<file path="config.mk">
export PLATFORM = sky130hd
export DESIGN_NAME = instruction_fetch_unit_flat
export DESIGN_NICKNAME = d
export VERILOG_FILES = /design/src/rtl/instruction_fetch_unit_if.sv /design/src/rtl/instruction_fetch_unit.sv /design/src/flat_wrapper.sv
export SDC_FILE = /design/constraint.sdc
export NUM_CORES = 1
export LEC_CHECK = 0
export CORE_UTILIZATION = 35
export CTS_CLUSTER_SIZE = 8
export DETAILED_ROUTE_END_ITERATION = 7
export GPL_TIMING_DRIVEN = 0
export SYNTH_ARGS = -nofsm -noshare
export SYNTH_HDL_FRONTEND = slang
export SYNTH_SLANG_ARGS = --single-unit
</file>
<file path="constraint.sdc">
create_clock -name clk -period 14.9 [get_ports clk]
set_input_delay 2.235 -clock clk [delete_from_list [all_inputs] [get_ports clk]]
set_output_delay 2.235 -clock clk [all_outputs]
set_load 0.01 [all_outputs]
</file>
<file path="src/rtl/instruction_fetch_unit_if.sv">
// Fetch-unit bus bundle: instruction-memory port, redirect input and decode handshake.
// The master modport is the fetch unit's view; slave is the memory/decode/branch side.
interface instruction_fetch_unit_if;
    logic [29:0] imem_addr;
    logic [31:0] imem_instr;
    logic        redirect_valid;
    logic [29:0] redirect_pc;
    logic        out_valid;
    logic        out_ready;
    logic [31:0] out_instr;
    logic [29:0] out_pc;
    logic [29:0] out_pc_plus4;
    logic        fault;

    modport master (
        output imem_addr,
        input  imem_instr,
        input  redirect_valid,
        input  redirect_pc,
        output out_valid,
        input  out_ready,
        output out_instr,
        output out_pc,
        output out_pc_plus4,
        output fault
    );

    modport slave (
        input  imem_addr,
        output imem_instr,
        output redirect_valid,
        output redirect_pc,
        input  out_valid,
        output out_ready,
        input  out_instr,
        input  out_pc,
        input  out_pc_plus4,
        input  fault
    );
endinterface

</file>
<file path="src/rtl/instruction_fetch_unit.sv">
// Fetch stage: PC register, fetch queue of {pc, instr} and redirect/flush control.
// Define IFU_ALIGN_CHECK_EN to trap misaligned redirects into a sticky FAULT state.
module instruction_fetch_unit #(
    parameter logic [29:0] RESET_PC = 30'h0,
    parameter int          DEPTH    = 2
) (
    input  logic                       clk,
    input  logic                       rst_n,
    instruction_fetch_unit_if.master   bus
);

    localparam int PTR_W = (DEPTH > 1) ? $clog2(DEPTH) : 1;
    localparam int CNT_W = $clog2(DEPTH) + 1;

`ifdef IFU_ALIGN_CHECK_EN
    typedef enum logic [1:0] {ST_FETCH, ST_STALL, ST_FAULT} state_t;
`else
    typedef enum logic [1:0] {ST_FETCH, ST_STALL} state_t;
`endif

    state_t             state_reg,    state_next;
    logic [29:0]        fetch_pc_reg, fetch_pc_next;
    logic [CNT_W-1:0]   count_reg,    count_next;
    logic [PTR_W-1:0]   wr_ptr_reg,   wr_ptr_next;
    logic [PTR_W-1:0]   rd_ptr_reg,   rd_ptr_next;

    logic [29:0]        pc_q    [DEPTH];
    logic [31:0]        instr_q [DEPTH];

    logic               head_valid;
    logic               push;
    logic               pop;

    assign head_valid = (count_reg != '0);

    // STALL is exactly "queue full"; a pop in the same cycle still frees a slot for the push.
    always_comb begin
        state_next    = state_reg;
        fetch_pc_next = fetch_pc_reg;
        count_next    = count_reg;
        wr_ptr_next   = wr_ptr_reg;
        rd_ptr_next   = rd_ptr_reg;
        push          = 1'b0;
        pop           = 1'b0;

        case (state_reg)
            ST_FETCH, ST_STALL: begin
                if (bus.redirect_valid) begin
                    fetch_pc_next = bus.redirect_pc;
                    count_next    = '0;
                    wr_ptr_next   = '0;
                    rd_ptr_next   = '0;
                    state_next    = ST_FETCH;
`ifdef IFU_ALIGN_CHECK_EN
                    if (bus.redirect_pc[1:0] != 2'b00) begin
                        state_next = ST_FAULT;
                    end
`endif
                end else begin
                    pop  = head_valid && bus.out_ready;
                    push = (state_reg == ST_FETCH) || pop;
                    if (push) begin
                        fetch_pc_next = fetch_pc_reg + 30'd4;
                        wr_ptr_next   = wr_ptr_reg + PTR_W'(1);
                    end
                    if (pop) begin
                        rd_ptr_next = rd_ptr_reg + PTR_W'(1);
                    end
                    case ({push, pop})
                        2'b10:   count_next = count_reg + CNT_W'(1);
                        2'b01:   count_next = count_reg - CNT_W'(1);
                        default: count_next = count_reg;
                    endcase
                    state_next = (count_next == CNT_W'(DEPTH)) ? ST_STALL : ST_FETCH;
                end
            end
`ifdef IFU_ALIGN_CHECK_EN
            ST_FAULT: begin
                state_next = ST_FAULT;
            end
`endif
            default: begin
                state_next = ST_FETCH;
            end
        endcase
    end

    always_ff @(posedge clk or negedge rst_n) begin
        if (!rst_n) begin
            state_reg    <= ST_FETCH;
            fetch_pc_reg <= RESET_PC;
            count_reg    <= '0;
            wr_ptr_reg   <= '0;
            rd_ptr_reg   <= '0;
        end else begin
            state_reg    <= state_next;
            fetch_pc_reg <= fetch_pc_next;
            count_reg    <= count_next;
            wr_ptr_reg   <= wr_ptr_next;
            rd_ptr_reg   <= rd_ptr_next;
        end
    end

    // Payload storage needs no reset: every output is masked by head_valid.
    always_ff @(posedge clk) begin
        if (push) begin
            pc_q[wr_ptr_reg]    <= fetch_pc_reg;
            instr_q[wr_ptr_reg] <= bus.imem_instr;
        end
    end

    assign bus.imem_addr    = fetch_pc_reg;
    assign bus.out_valid    = head_valid;
    assign bus.out_instr    = head_valid ? instr_q[rd_ptr_reg] : 32'h0;
    assign bus.out_pc       = head_valid ? pc_q[rd_ptr_reg] : 30'h0;
    assign bus.out_pc_plus4 = head_valid ? (pc_q[rd_ptr_reg] + 30'd4) : 30'h0;

`ifdef IFU_ALIGN_CHECK_EN
    assign bus.fault = (state_reg == ST_FAULT);
`else
    assign bus.fault = 1'b0;
`endif

endmodule

</file>
<file path="src/flat_wrapper.sv">
// flat-port wrapper written by rule: the top's interface ports become plain ports
module instruction_fetch_unit_flat 
#(
    parameter logic [29:0] RESET_PC = 30'h0,
    parameter int          DEPTH    = 2
)
  (clk, rst_n, bus_imem_addr, bus_imem_instr, bus_redirect_valid, bus_redirect_pc, bus_out_valid, bus_out_ready, bus_out_instr, bus_out_pc, bus_out_pc_plus4, bus_fault);
  instruction_fetch_unit_if bus_i ();
  input  logic clk;
  input  logic rst_n;
  output wire logic [$bits(bus_i.imem_addr)-1:0] bus_imem_addr;
  input wire logic [$bits(bus_i.imem_instr)-1:0] bus_imem_instr;
  input wire logic [$bits(bus_i.redirect_valid)-1:0] bus_redirect_valid;
  input wire logic [$bits(bus_i.redirect_pc)-1:0] bus_redirect_pc;
  output wire logic [$bits(bus_i.out_valid)-1:0] bus_out_valid;
  input wire logic [$bits(bus_i.out_ready)-1:0] bus_out_ready;
  output wire logic [$bits(bus_i.out_instr)-1:0] bus_out_instr;
  output wire logic [$bits(bus_i.out_pc)-1:0] bus_out_pc;
  output wire logic [$bits(bus_i.out_pc_plus4)-1:0] bus_out_pc_plus4;
  output wire logic [$bits(bus_i.fault)-1:0] bus_fault;
  assign bus_imem_addr = bus_i.imem_addr;
  assign bus_i.imem_instr = bus_imem_instr;
  assign bus_i.redirect_valid = bus_redirect_valid;
  assign bus_i.redirect_pc = bus_redirect_pc;
  assign bus_out_valid = bus_i.out_valid;
  assign bus_i.out_ready = bus_out_ready;
  assign bus_out_instr = bus_i.out_instr;
  assign bus_out_pc = bus_i.out_pc;
  assign bus_out_pc_plus4 = bus_i.out_pc_plus4;
  assign bus_fault = bus_i.fault;
  instruction_fetch_unit #(.RESET_PC(RESET_PC), .DEPTH(DEPTH)) u_core (.clk(clk), .rst_n(rst_n), .bus(bus_i));
endmodule
</file>
**Word level (Yosys, flattened, before mapping)**

Memory sizes are Yosys's and may differ from the RTL's.
Cells that the tools add are included.

- Memory bits (writable): 124
- Register bits: 36
- Word-level logic and storage cells: 46
- Output and inout port bits: 124
- Memories kept: 2
- Bits of input ports: 66

Memory list:

| name | words | bits a word | rd ports | clocked after memory_dff | wr ports | RTL line | text |
|---|---|---|---|---|---|---|---|
| u_core.instr_q | 2 | 32 | 1 | 0 | 1 | instruction_fetch_unit.sv:28 | `logic [31:0] instr_q [DEPTH];` |
| u_core.pc_q | 2 | 30 | 1 | 0 | 1 | instruction_fetch_unit.sv:27 | `logic [29:0] pc_q [DEPTH];` |

- Reductions and logical operators: 9
- $add $sub $neg: 6
- Eq/ne operators: 4
- Mux-type cells: 20

Operators by type and width:

| kind | number |
|---|---|
| $mux W30 | 4 |
| $add A30 B3 Y30 const B | 2 |
| $mux W32 | 1 |
| $mux W2 | 5 |
| $mux W1 | 9 |
| $reduce_bool A2 Y1 | 3 |
| $eq A2 B1 Y1 const B | 2 |
| $eq A2 B2 Y1 const B | 2 |
| $pmux W2 S2 | 1 |
| $reduce_and A2 Y1 | 2 |
| $add A1 B1 Y1 const B | 2 |
| $add A2 B1 Y2 const B | 1 |
| $logic_not A2 Y1 | 1 |
| $reduce_or A2 Y1 | 1 |
| $sub A2 B1 Y2 const B | 1 |
| $logic_and A1 B1 Y1 | 1 |
| $logic_or A1 B1 Y1 | 1 |

**Depth between registers and ports, before layout**

- Word-level depth: 11
- Gate-level depth with buffers: 10
- Mapped depth without buffers: 7

**Worst setup path after synthesis**

OpenSTA, ideal clock, no wires.

- Path type: input-to-reg
- Start point: input bus_redirect_valid
- End point: memory u_core.instr_q[0][0] (enable)
- Path buffers: 2
- Library setup time: 574 ps
- Slack: 7124 ps
- Data required time: 14326 ps
- Stages: 3
- Data arrival time: 7202 ps
- Cells stage by stage: clkbuf_1 > clkbuf_1 > a211oi_1

- Cells in the longest elaborated chain, start to end: 4

RTL lines:

| element | RTL line | text |
|---|---|---|
| start: declaration | flat_wrapper.sv:13 | `input wire logic [$bits(bus_i.redirect_valid)-1:0] bus_redirect_valid;` |
| $mux W1 | instruction_fetch_unit.sv:48 | `if (bus.redirect_valid) begin` |
| $mux W1 | instruction_fetch_unit.sv:46 | `case (state_reg)` |
| $mux W1 | instruction_fetch_unit.sv:106 | `if (push) begin` |
| $mux W1 (not written as such) | instruction_fetch_unit.sv:108 | `instr_q[wr_ptr_reg] <= bus.imem_instr;` |
| end: declaration | instruction_fetch_unit.sv:28 |  |

No other way between the ends.

**Worst setup path in the final report**

- Start point: register u_core.rd_ptr_reg
- End point: output bus_out_pc_plus4[26]

- Cells in the longest elaborated chain, start to end: 3

RTL lines:

| element | RTL line | text |
|---|---|---|
| start: declaration | instruction_fetch_unit.sv:25 | `logic [PTR_W-1:0] rd_ptr_reg, rd_ptr_next;` |
| start signal: assignment | instruction_fetch_unit.sv:100 | `rd_ptr_reg <= rd_ptr_next;` |
| $mem_v2 Z2 W30 | n/a |  |
| $add A30 B3 Y30 | instruction_fetch_unit.sv:116 | `assign bus.out_pc_plus4 = head_valid ? (pc_q[rd_ptr_reg] + 30'd4) : 30'h0;` |
| $mux W30 | instruction_fetch_unit.sv:116 |  |
| end: declaration | flat_wrapper.sv:19 | `output wire logic [$bits(bus_i.out_pc_plus4)-1:0] bus_out_pc_plus4;` |

No other way between the ends.

==> metrics.cfg <==
[pwr]
swShare_pct = 33.7
power_frac_seq_pct = 33.9
p_clk_share_pct = 23.5
ir_drop_uv = 90.0
p_comb_share_pct = 42.6
p_sw_mw = 0.622
power.leakage_nw = 3.60
cellInternalPower_mw = 1.23
power_density_nw_per_um2 = 179

[route]
ant_nets = 0
num_vias = 5431
drc = 0
totalWireLength_um = 19200
drt_iter0_markers = 297
wire_per_inst_um = 17.4
vias_per_cell = 4.91
dr.pass1.iters = 7

[floorplan]
die_w_um = 148
start_util_pct = 35.6
rows = 53
core-area_um2 = 21000
die_h_um = 148
dieArea_um2 = 21900
ioPinCount = 190

[clock_tree]
cts_hold_buffers = 0
cts_resized = 0
h-tree-depth = 4
cts_made_buffers = 17
postCtsSetupBuffers = 0
numClockSinks = 159
clk_latency_ns = 0.42
path_clk_slew_ns = 0.06
cts-root-buf = clkbuf_16
cts_tree = yes
clk_path_buf_depth = 2

[flow_run]
maxCapViolCount = 0

[synth]
ys_ff_latch = 159
async_reset_ff_share_pct = 22.0
synth_area_um2 = 7450
synth_xor_area_share_pct = 5.88
syn_nets = 679
synth_top_family_by_area = simple AND/OR/NAND/NOR gates
synth_fa_ha_area_share_pct = 0.504
yosysWarnings = 0
synth_compound_area_share_pct = 4.40
seq_area_frac_synth_pct = 61.7
syn_inst = 610
synth_edf_count = 124
postSynthAreaPerCell_um2 = 12.2
synth_flop_cell = edfxtp_1
yosys.area_share.simple_pct = 15.8
muxShareOfSynthArea_pct = 9.14
synthDistinctLibCells = 47

[worst_setup_path]
crit_type = reg2out
regToRegSetupSlack_ns = 12.12
cp_max_fo = 10
start_kind = register
end_kind = output port
arrival_ns = 4.14
required_ns = 12.66

[final_layout]
multi_input_area_um2 = 2680
seq_area_um2 = 4600
final_common_cell = clkdlybuf4s50_1
area_growth_pct = 38.9
layout_common_cells = clkdlybuf4s50_1 (186), edfxtp_1 (124), nor2_1 (87)
largest_register = u_core.instr_q
layout.nets = 889
fill_cells = 1859
largest_register_ffs = 64
drive_gt1_share_pct = 7.57
diodes = 0

[sta]
period_minus_slack_ns = 6.37
rsz0062_at_grt = false
fmax_mhz = 157
fin_worst_skew_ns = 0.0108
whs_ns = 0.502
setup_viol = 0
period_share_pct = 42.8
worstMarginPinSlew_ns = 1.05
setup-tns-final_ns = 0
hold_viol = 0
drv_slew = 0
max_slew_margin_pct = 29.5

[hold_path]
hp-class = reg2reg

[global_route]
grt_pass1_wl_um = 29900
grt_max_degree = 50
grt-ovfl-total = 0
grt_use_total_pct = 18.0
first_global_vias = 5507
antenna_found_initial = 0

[run_status]
outcome = complete, no violations

[placement]
dp_hpwl_um = 14600
numPortBuffers = 187
place_congestion = 0.839

cell usage after synthesis, types with 8 or more instances:
cell	count	area, um^2
nor3_1	10	50.1
nand4_1	22	138
mux2_2	8	90.1
xor2_1	23	201
o21ai_0	9	45.0
o21ai_1	24	120
dfrtp_1	35	876
clkbuf_1	20	75.1
nand2_1	50	188
nand3b_1	8	60.1
nor2_1	87	327
edfxtp_1	124	3720
mux2i_1	59	591
xnor2_1	27	236
nand4b_1	8	70.1
nand3_1	24	120
stage by stage:
step / std cells / util (%) / setup WS (ns) / power [mW] / instance area [um^2]
global placement: 1072 / 46.1 / 4.26 / 1.42 / 9670
detailed placement: 1076 / 46.6 / 8.95 / 1.43 / 9760
floorplan: 610 / - / 7.12 / 1.02 / 7450
CTS: 1107 / 49.4 / 8.48 / 1.87 / 10400
finish: 1107 / 49.4 / 8.53 / 1.85 / 10400
global route: 1107 / 49.4 / 8.31 / 1.95 / 10400
worst paths after layout:
check,start,endpoint,depth (start not counted)
worst max register to register,u_core.count_reg[0],u_core.instr_q[0][16],8
worst min-delay path,u_core.bus.imem_addr[1],u_core.pc_q[1][1],0
worst max-delay path,u_core.rd_ptr_reg,bus_out_pc_plus4[26],11
max in group asynchronous,rst_n,u_core.bus.imem_addr[10],1
min in group asynchronous,rst_n,u_core.bus.imem_addr[25],1
worst min register to register,u_core.bus.imem_addr[1],u_core.pc_q[1][1],0
layer usage:
metal | vias up | wire [um] | track usage, %
li1 | 2631 | - | -
met1 | 2592 | 8690 | 23.7
met2 | 186 | 8940 | 29.1
met3 | 22 | 1220 | 3.70
met4 | 0 | 359 | 6.91
met5 | - | 0 | 0
power groups by stage:
stage / combinational [mW] / sequential [mW] / clock, mW
2_1_floorplan: 0.389 / 0.632 / 0
3_3_place_gp: 0.772 / 0.644 / 0
3_5_place_dp: 0.796 / 0.635 / 0
4_1_cts: 0.798 / 0.627 / 0.443
5_1_grt: 0.851 / 0.636 / 0.460
6_report: 0.787 / 0.627 / 0.433
worst max-delay path: stages (launching register included):
cell and delay [ns]:
dfrtp_1 0.47, buf_2 0.29, buf_2 0.28, buf_2 0.31, mux2_2 0.26, ha_1 0.21
and2_1 0.19, clkbuf_1 0.39, nand4_1 0.30, o21ai_1 0.21, nor3b_1 0.23, clkdlybuf4s50_1 0.57
logic make-up after synthesis:
kind of cell               after synthesis
xor gates and xnor gates                50
and+or+nand+nor                        238
buffers and inverters                   40
DFF                                    159
adders and majority gates                3
other                                    1
AOI/OAI and AO/OA                       52
muxes                                   67
final cells by class:
class / count / area share (%)
plain buffers: 35 / 1.64
clock buffers: 18 / 4.15
clock inverters: 13 / 1.55
inverters: 5 / 0.181
multi-input cells: 411 / 25.9
flip-flops and latches: 159 / 44.4
well taps: 275 / 3.32
repair buffers: 191 / 18.9
(Power assumes the default switching activity.)
